--- config.mk ---
export PLATFORM = sky130hd
export DESIGN_NAME = uart_rx_os
export DESIGN_NICKNAME = d
export VERILOG_FILES = /design/src/rtl/uart_pkg.sv /design/src/rtl/uart_baud_tick.sv /design/src/rtl/uart_rx_os.sv
export SDC_FILE = /design/constraint.sdc
export NUM_CORES = 1
export LEC_CHECK = 0
export CORE_ASPECT_RATIO = 0.6
export CORE_MARGIN = 3
export CORE_UTILIZATION = 25
export DETAILED_ROUTE_END_ITERATION = 6
export GPL_ROUTABILITY_DRIVEN = 0
export GPL_TIMING_DRIVEN = 0
export MAX_ROUTING_LAYER = met4
export PLACE_DENSITY = 0.4
export RECOVER_POWER = 100
export SLEW_MARGIN = 30
export SYNTH_ARGS = -nofsm -noshare
export SYNTH_HDL_FRONTEND = slang
export SYNTH_SLANG_ARGS = --single-unit
--- constraint.sdc ---
create_clock -name clk -period 5 [get_ports clk]
set_input_delay 0.75 -clock clk [delete_from_list [all_inputs] [get_ports clk]]
set_output_delay 0.75 -clock clk [all_outputs]
set_load 0.03 [all_outputs]
--- src/rtl/uart_pkg.sv ---
// Shared UART definitions: receiver state encoding, parity selectors and the
// oversampling baud divisor used by both the RX and TX blocks.
package uart_pkg;

    typedef enum logic [2:0] {
        IDLE,
        START,
        DATA,
        PARITY,
        STOP,
        WAIT_IDLE
    } rx_state_t;

    localparam logic PAR_EVEN = 1'b0;
    localparam logic PAR_ODD  = 1'b1;

    // Clocks per oversampling tick, truncated.
    function automatic int uart_div(input int clk_freq, input int baud, input int oversample);
        return clk_freq / (baud * oversample);
    endfunction

endpackage

--- src/rtl/uart_baud_tick.sv ---
// Oversampling tick divider: one-cycle tick every DIV clocks, restarted by a
// synchronous clear so the tick phase can be aligned to an external event.
module uart_baud_tick #(
    parameter int DIV = 2
) (
    input  logic clk,
    input  logic reset,
    input  logic clear,
    output logic tick
);

    localparam int            CW   = $clog2(DIV);
    localparam logic [CW-1:0] LAST = CW'(DIV - 1);

    logic [CW-1:0] cnt;

    always_ff @(posedge clk or posedge reset) begin
        if (reset) begin
            cnt <= '0;
        end else if (clear || cnt == LAST) begin
            cnt <= '0;
        end else begin
            cnt <= cnt + 1'b1;
        end
    end

    assign tick = (cnt == LAST) && !clear;

endmodule

--- src/rtl/uart_rx_os.sv ---
// Oversampling UART receiver with mid-bit 3-sample majority vote.
// Define UART_RX_PARITY_EN to expect and check one parity bit per frame.
module uart_rx_os
    import uart_pkg::*;
#(
    parameter int CLK_FREQ   = 50000000,
    parameter int BAUD       = 115200,
    parameter int OVERSAMPLE = 16,
    parameter int DATA_BITS  = 8,
    parameter int STOP_BITS  = 1,
    parameter int PARITY_ODD = 0
) (
    input  logic                 clk,
    input  logic                 reset,
    input  logic                 rx,
    output logic [DATA_BITS-1:0] data_out,
    output logic                 valid,
    output logic                 frame_err,
    output logic                 parity_err,
    output logic                 busy
);

    localparam int DIV = uart_div(CLK_FREQ, BAUD, OVERSAMPLE);
    localparam int M   = OVERSAMPLE / 2;
    localparam int OW  = $clog2(OVERSAMPLE);
    localparam int BW  = $clog2(DATA_BITS + 1);
    localparam int SW  = $clog2(STOP_BITS + 1);

    localparam logic [OW-1:0] OS_LAST   = OW'(OVERSAMPLE - 1);
    localparam logic [OW-1:0] SMP_A     = OW'(M - 1);
    localparam logic [OW-1:0] SMP_B     = OW'(M);
    localparam logic [OW-1:0] SMP_C     = OW'(M + 1);
    localparam logic [BW-1:0] BIT_LAST  = BW'(DATA_BITS);
    localparam logic [SW-1:0] STOP_LAST = SW'(STOP_BITS - 1);

    if (DIV < 2) begin : g_bad_div
        $error("uart_rx_os: CLK_FREQ/(BAUD*OVERSAMPLE) must be at least 2");
    end
    if (OVERSAMPLE < 8 || (OVERSAMPLE % 2) != 0) begin : g_bad_os
        $error("uart_rx_os: OVERSAMPLE must be even and at least 8");
    end
    if (DATA_BITS < 5 || DATA_BITS > 9 || STOP_BITS < 1 || STOP_BITS > 2
        || PARITY_ODD < 0 || PARITY_ODD > 1) begin : g_bad_frame
        $error("uart_rx_os: illegal frame format parameters");
    end

    // valid is a one-cycle strobe with no back-pressure; frame_err and
    // parity_err are meaningful only while valid is high, data_out holds after.
    rx_state_t      state, state_n;
    logic           rx_meta, rx_s, rx_prev;
    logic           tick, bit_end;
    logic [OW-1:0]  os_cnt;
    logic           s_a, s_b, vote, vote_stb;
    logic [DATA_BITS-1:0] shift_q;
    logic [BW-1:0]  bit_cnt;
    logic [SW-1:0]  stop_cnt;
    logic           ferr_acc, frame_bad;
    logic           start_det, shift_en, stop_en, done;
`ifdef UART_RX_PARITY_EN
    localparam logic PAR_SEL = (PARITY_ODD != 0) ? PAR_ODD : PAR_EVEN;
    logic           par_en, par_bit, par_bad;
`endif

    always_ff @(posedge clk or posedge reset) begin
        if (reset) begin
            rx_meta <= 1'b1;
            rx_s    <= 1'b1;
            rx_prev <= 1'b1;
        end else begin
            rx_meta <= rx;
            rx_s    <= rx_meta;
            rx_prev <= rx_s;
        end
    end

    uart_baud_tick #(.DIV(DIV)) u_tick (
        .clk   (clk),
        .reset (reset),
        .clear (start_det),
        .tick  (tick)
    );

    always_ff @(posedge clk or posedge reset) begin
        if (reset) begin
            os_cnt <= '0;
        end else if (start_det) begin
            os_cnt <= '0;
        end else if (tick) begin
            os_cnt <= (os_cnt == OS_LAST) ? '0 : os_cnt + 1'b1;
        end
    end

    assign bit_end = tick && (os_cnt == OS_LAST);

    // Third sample is taken live at M+1 and voted with the two held ones.
    always_ff @(posedge clk or posedge reset) begin
        if (reset) begin
            s_a      <= 1'b1;
            s_b      <= 1'b1;
            vote     <= 1'b1;
            vote_stb <= 1'b0;
        end else begin
            vote_stb <= tick && (os_cnt == SMP_C);
            if (tick && os_cnt == SMP_A) s_a <= rx_s;
            if (tick && os_cnt == SMP_B) s_b <= rx_s;
            if (tick && os_cnt == SMP_C) vote <= (s_a & s_b) | (s_a & rx_s) | (s_b & rx_s);
        end
    end

    assign frame_bad = ferr_acc | ~vote;

    always_ff @(posedge clk or posedge reset) begin
        if (reset) state <= IDLE;
        else       state <= state_n;
    end

    always_comb begin
        state_n   = state;
        start_det = 1'b0;
        shift_en  = 1'b0;
        stop_en   = 1'b0;
        done      = 1'b0;
`ifdef UART_RX_PARITY_EN
        par_en    = 1'b0;
`endif
        case (state)
            IDLE: begin
                if (rx_prev && !rx_s) begin
                    start_det = 1'b1;
                    state_n   = START;
                end
            end
            START: begin
                if (vote_stb && vote) state_n = IDLE;
                else if (bit_end)     state_n = DATA;
            end
            DATA: begin
                shift_en = vote_stb;
                if (bit_end && bit_cnt == BIT_LAST) begin
`ifdef UART_RX_PARITY_EN
                    state_n = PARITY;
`else
                    state_n = STOP;
`endif
                end
            end
            PARITY: begin
`ifdef UART_RX_PARITY_EN
                par_en = vote_stb;
`endif
                if (bit_end) state_n = STOP;
            end
            STOP: begin
                // Leave right after the last vote so a back-to-back start edge is seen.
                if (vote_stb) begin
                    stop_en = 1'b1;
                    if (stop_cnt == STOP_LAST) begin
                        done    = 1'b1;
                        state_n = frame_bad ? WAIT_IDLE : IDLE;
                    end
                end
            end
            WAIT_IDLE: begin
                if (rx_s) state_n = IDLE;
            end
            default: state_n = IDLE;
        endcase
    end

    always_ff @(posedge clk or posedge reset) begin
        if (reset) begin
            shift_q  <= '0;
            bit_cnt  <= '0;
            stop_cnt <= '0;
            ferr_acc <= 1'b0;
        end else if (start_det) begin
            bit_cnt  <= '0;
            stop_cnt <= '0;
            ferr_acc <= 1'b0;
        end else begin
            if (shift_en) begin
                shift_q <= {vote, shift_q[DATA_BITS-1:1]};
                bit_cnt <= bit_cnt + 1'b1;
            end
            if (stop_en) begin
                stop_cnt <= stop_cnt + 1'b1;
                if (!vote) ferr_acc <= 1'b1;
            end
        end
    end

    always_ff @(posedge clk or posedge reset) begin
        if (reset) begin
            data_out  <= '0;
            valid     <= 1'b0;
            frame_err <= 1'b0;
        end else begin
            valid     <= done;
            frame_err <= done & frame_bad;
            if (done) data_out <= shift_q;
        end
    end

`ifdef UART_RX_PARITY_EN
    assign par_bad = ((^shift_q) ^ par_bit) != PAR_SEL;

    always_ff @(posedge clk or posedge reset) begin
        if (reset) begin
            par_bit    <= 1'b0;
            parity_err <= 1'b0;
        end else begin
            if (par_en) par_bit <= vote;
            parity_err <= done & par_bad;
        end
    end
`else
    assign parity_err = 1'b0;
`endif

    assign busy = (state != IDLE);

endmodule

After elaboration in Yosys (flattened, before gate mapping):

Index checks and enable logic that the tools add are counted.

* bits in registers: 43
* input port bits: 3
* output and inout bits: 12
* logic and storage cells: 97

* mux-type cells: 29
* bitwise operators: 9
* equality and inequality tests: 19
* $add $sub $neg: 4
* reductions and logical operators: 19

Operators by type and width (count)
* 3-bit 2-to-1 mux: 9
* 4-bit 2-to-1 mux: 5
* 3-bit case mux with 6 select lines: 1
* 4-bit == test (second input constant): 4
* 1-bit 2-to-1 mux: 13
* 2-bit != test (second input constant): 6
* 4-bit by 1-bit adder with 4-bit output (second input constant): 2
* 1-bit logical AND: 8
* 7-bit AND reduction: 1
* 3-bit by 2-bit == test with 1-bit output (second input constant): 2
* 3-bit == test (second input constant): 2
* 2-bit nonzero test: 3
* 5-bit by 1-bit adder with 5-bit output (second input constant): 1
* 5-bit == test (second input constant): 1
* 5-bit 2-to-1 mux: 1
* 1-bit AND: 4
* 4-bit by 3-bit == test with 1-bit output (second input constant): 1
* 2-bit AND reduction: 2
* 3-bit by 1-bit == test with 1-bit output (second input constant): 1
* 3-bit zero test: 1
* 3-bit != test (second input constant): 1
* 1-bit OR: 3
* 3-bit nonzero test: 1
* 1-bit zero test: 2
* 4 further kinds: 5

Logic depth before layout (Yosys ltp):

* depth after elaboration: 10
* depth in mapped cells: 6
* gate-level depth less buffers: 6

Modules after synthesis:

From an unflattened synthesis, not the netlist that was laid out.

* cells, all modules: 158
* area, all modules: 1976.9 um2

By module, submodules not included
* uart_rx_os: cells each 134, area each 1697.9 um2, instances 1, sequential area each 958.4 um2
* uart_baud_tick: cells each 24, area each 279.0 um2, instances 1, sequential area each 125.1 um2

Least setup slack after synthesis:

No wires, ideal clock.

* kind: reg-to-reg
* start: register state[0]
* end: register vote
* setup time: 0.082 ns
* period minus slack after synthesis: 1.701 ns
* buffers on the path: 0
* cell stages (with the launch flop): 5
* data arrival time: 1.618 ns
* setup slack: 3.299 ns
* data required time: 4.918 ns
* cells stage by stage: dfrtp_1 or3_4 or2_4 and4_4 mux2_4

* longest elaborated chain between the ends: 5

Ends and longest elaborated chain
* start, declared: RTL line uart_rx_os.sv:49 `rx_state_t state, state_n;`
* start signal, assigned: RTL line uart_rx_os.sv:114 `else state <= state_n;`
* 3-bit zero test: RTL line uart_rx_os.sv:126 `case (state)`
* 1-bit 2-to-1 mux: RTL line uart_rx_os.sv:126
* 1-bit zero test: RTL line uart_baud_tick.sv:27 `assign tick = (cnt == LAST) && !clear;`
* 1-bit logical AND: RTL line uart_baud_tick.sv:27
* 1-bit logical AND: RTL line uart_rx_os.sv:106 `if (tick && os_cnt == SMP_C) vote <= (s_a & s_b) | (s_a & rx_s) | (s_b & rx_s);`
* end signal, assigned: RTL line uart_rx_os.sv:106
* end, declared: RTL line uart_rx_os.sv:53 `logic s_a, s_b, vote, vote_stb;`

No other way between the ends.
A chain may end at the register's enable or synchronous reset.

==> flow_results.org <==
** Status
- The flow ran to the end, and the final reports show no timing, DRC or antenna violations.

** Placement
- Input and output buffers added on the ports amount to 13.
- Prior to clock tree synthesis, the placed netlist has a worst setup slack of 2.76 ns.
- The number of placed instances, taps included, is 277.
- Half-perimeter wire length after placement :: 2.64 mm
- After detailed placement, the total cell area comes to 2210 um^2.

** Power and ir drop
- Cell Int Power :: 0.674 mW
- The completed layout was analyzed and its total power is 0.893 mW.
- For this design the ratio of total power to cell area is 380 nW/um^2.
- Flop pwr share :: 45.3%
- Of the total power, the share spent switching nets is 24.5%.
- In this run the static leakage power is 1.12 nW.
- Across the VDD grid, the largest voltage drop is 159 uV.
- For this design the total switching power over the nets is 0.219 mW.
- Part of the total power dissipated in combinational logic :: 12.9%
- The clock network burns 41.8% of the power.

** Clock network
- After clock tree synthesis, the flow added hold-fix buffers numbering 0.
- Clock tree synthesis selected as its root buffer the cell clkbuf_16.
- Longest Clk Path Bufs :: 2
- TritonCTS built the clock tree.
- After clock tree synthesis, the setup repair step added 0 buffers.
- For the worst-skew pair, the clock arrives at the later sink with an insertion delay of 0.28 ns.
- H-tree lvl count :: 2
- After clock tree synthesis, the repair step resized 0 gates.
- Clock slew at reported path FFs :: 0.06 ns
- Sink count of the clock tree :: 43
- The number of clock buffers added by TritonCTS is 5.

** STA
- Setup violations remaining at the end of the flow were counted as 0.
- Slew at the pin closest to its max-slew limit :: 1.37 ns
- Counting I/O delays and the setup requirement, the final critical path takes 2.74 ns.
- Summed over all failing endpoints, the final setup total negative slack is 0 ns.
- Tightest hold margin :: 0.360 ns
- Final count of pins violating max slew :: 0
- Post-route setup slack :: 2.26 ns
- Setup repair after global routing left no endpoint under its margin.
- For the final database, setup skew stands at 0.00391 ns.
- The hold violation count in the final report came to 0.
- Achievable Freq :: 365 MHz
- In this run the tightest slew margin relative to its limit is 8.40%.
- The worst path uses 54.8% of the clock period.

** GRT
- The first global-routing pass estimated 6.02 mm of wire.
- The via count of the first global-routing pass was 1178.
- The number of antenna violations at the first check in global routing came to 0.
- After global routing the overflow that remains totals 0.
- Overall track demand over capacity in global routing :: 9.04%
- Entering global routing, the biggest net connects 26 pins.

** Worst setup path
- The signal on the critical path passes through dlygate4sd3_1, inv_1, clkbuf_1.
- Together, buffers and inverters on the worst path number 3.
- The critical path is of the in2async type.
- On the critical path, the stage with the largest delay is an instance of clkbuf_1.
- Of all nets on the critical path, the largest fanout is 25.
- The worst setup path is launched from an input port.
- Crit path max-delay family :: buffers and inverters
- Data arrival at the endpoint of the critical path :: 2.90 ns
- Endpoint kind of the worst setup timing path :: asynchronous set/reset pin
- On the worst path, the slowest cell contributes a delay of 1.06 ns.
- Crit path required time :: 5.16 ns

** Floorplanning
- The initial utilization of the core area, before any placement, comes to 26.2%.
- Measured along the y axis, the die boundary spans 74.0 um.
- Area inside the core boundary :: 7360 um^2
- Die width :: 119 um
- The die covers 8830 um^2.
- Number of rows created at floorplan :: 24
- I/O pin count :: 15

** Synthesis
- Combined area of all synthesized cells :: 1930 um^2
- Adder-cell share of the synthesized area :: 5.06%
- Largest cells by area after synthesis :: dfrtp_1 (48%), mux2_2 (11%), dfstp_2 (8.2%)
- Counting every net in the synthesized netlist gives 169.
- After synthesis, the mean cell area works out to 12.1 um^2.
- Of the post-synthesis cell area, the part taken by muxes is 11.9%.
- XOR/XNOR share of the synthesized area :: 3.18%
- Main combinational cell family by area after synthesis :: simple AND/OR/NAND/NOR gates
- The synthesized design contains 0 enable-type register cells.
- Complex-gate fraction of the synthesized area :: 4.87%
- For this run, asynchronously set or reset flops after synthesis account for 100%.
- Area share of the largest cell type after synthesis :: 48.1%
- Number of distinct standard cells referenced by the synthesized netlist :: 40
- Simple-gate area share of the yosys netlist :: 16.3%
- Register bit total from synthesis :: 43
- Post-synth top area cell :: dfrtp_1
- Synthesis produced a netlist whose cell count is 159.
- Share of the yosys chip area belonging to registers :: 56.2%
- Dominant register cell in the synthesized netlist :: dfrtp_1
- Synth Warn # :: 0

** Route
- The final route contains 1205 vias.
- For this block, the initial DRC count from the detailed router was 105.
- For this block, the routed nets add up to 3.53 mm of wire.
- The detail route stage leaves a number of antenna-violating nets equal to 0.
- Dividing the detail-routed wire length by the instance count gives 12.4 um.
- Vias per Instance :: 4.23
- Post-route DRC violation count :: 0
- For this run, the detailed router's first-pass iteration total came to 4.

** Layout
- At the end of the flow, the number of nets in the layout was 190.
- Number of standard cells in the layout, taps in and fillers out :: 285
- Layout area overhead :: 21.9%
- The post-route netlist has 20.4% of its cells at a drive strength greater than 1.
- Antenna Cells :: 0
- Cells fill 31.9% of the core in the end.
- Layout Cell Area excl Fill :: 2350 um^2

** Min path
- Worst hold path type :: reg2reg

** Job
- The tool flagged a number of max-cap violations equal to 0.
## layer usage
metal / up-vias / track usage, % / share of wire (%)
met4: 0 / 3.05 / 1.6
met3: 5 / 2.66 / 3.7
met1: 589 / 12.9 / 55
li1: 594 / - / -
met5: - / - / 0
met2: 17 / 12.2 / 40
## final cells by class
cell class | count | area [um^2]
clock inverters | 2 | 35.0
repair buffers | 14 | 134
plain buffers | 3 | 15.0
well taps | 104 | 130
clock buffers | 6 | 139
multi-input cells | 106 | 787
flip-flops and latches | 43 | 1080
inverters | 7 | 26.3
fillers | 729 | 5010
## worst paths after layout
path / startpoint / endpoint / slack, ns / cells after the start
setup / recovery: reset / os_cnt[3]$_DFFE_PP0P_ / 2.26 / 3
hold / removal: rx_meta$_DFF_PP1_ / rx_s$_DFF_PP1_ / 0.36 / 0
setup reg to reg: state[0]$_DFFE_PP0P_ / s_a$_DFFE_PP1P_ / 2.89 / 4
hold reg to reg: rx_meta$_DFF_PP1_ / rx_s$_DFF_PP1_ / 0.36 / 0
max in group clk: state[0]$_DFFE_PP0P_ / busy / 2.34 / 2
min in group asynchronous: reset / valid$_DFF_PP0_ / 1.03 / 2
## registers in the layout (all words and copies together), names as in the netlist, 3 cells and up
register / count
os_cnt: 4
data_out: 8
bit_cnt: 4
shift_q: 8
u_tick.cnt: 5
state: 3
## layout by cell type (no fill, tap or decap), drive strengths merged, types with 2 or more instances in the layout
cell          n
or2           2
nor2         15
xnor2         2
nand2        10
nand4         2
a21oi         4
ha            7
mux2         20
nor2b         4
a21o          2
dfstp         6
dlygate4sd3  13
clkbuf        9
dfrtp        37
inv           7
or3b          2
xor2          5
o21ai         4
nand4b        3
nand3         6
nand2b        2
## power groups by stage
stage | sequential, mW | clock [mW] | combinational (mW)
finish | 0.405 | 0.373 | 0.115
global route | 0.408 | 0.397 | 0.130
CTS | 0.405 | 0.389 | 0.128
detailed placement | 0.410 | 0 | 0.127
global placement | 0.408 | 0 | 0.121
floorplan | 0.403 | 0 | 0.0978
## Yosys cell counts (2+ instances only)
| library cell | instances |
|---|---|
| dfrtp_1 | 37 |
| mux2_2 | 19 |
| nor2_1 | 14 |
| nand2_1 | 10 |
| ha_1 | 7 |
| inv_1 | 7 |
| dfstp_2 | 6 |
| nand3_1 | 6 |
| xor2_1 | 5 |
| a21oi_1 | 4 |
| nor2b_1 | 4 |
| o21ai_0 | 4 |
| nand4b_1 | 3 |
| a21o_1 | 2 |
| buf_2 | 2 |
| nand2b_1 | 2 |
| nand4_1 | 2 |
| or3b_2 | 2 |
| xnor2_1 | 2 |
## cell families after synthesis
kind of cell,Yosys count
simple gates,55
flops,43
mux,20
compound gates,15
buf+inv,10
fa+ha+maj,8
xor+xnor,7
other cells,1
Note: power is estimated with default switching activity, not from simulation.
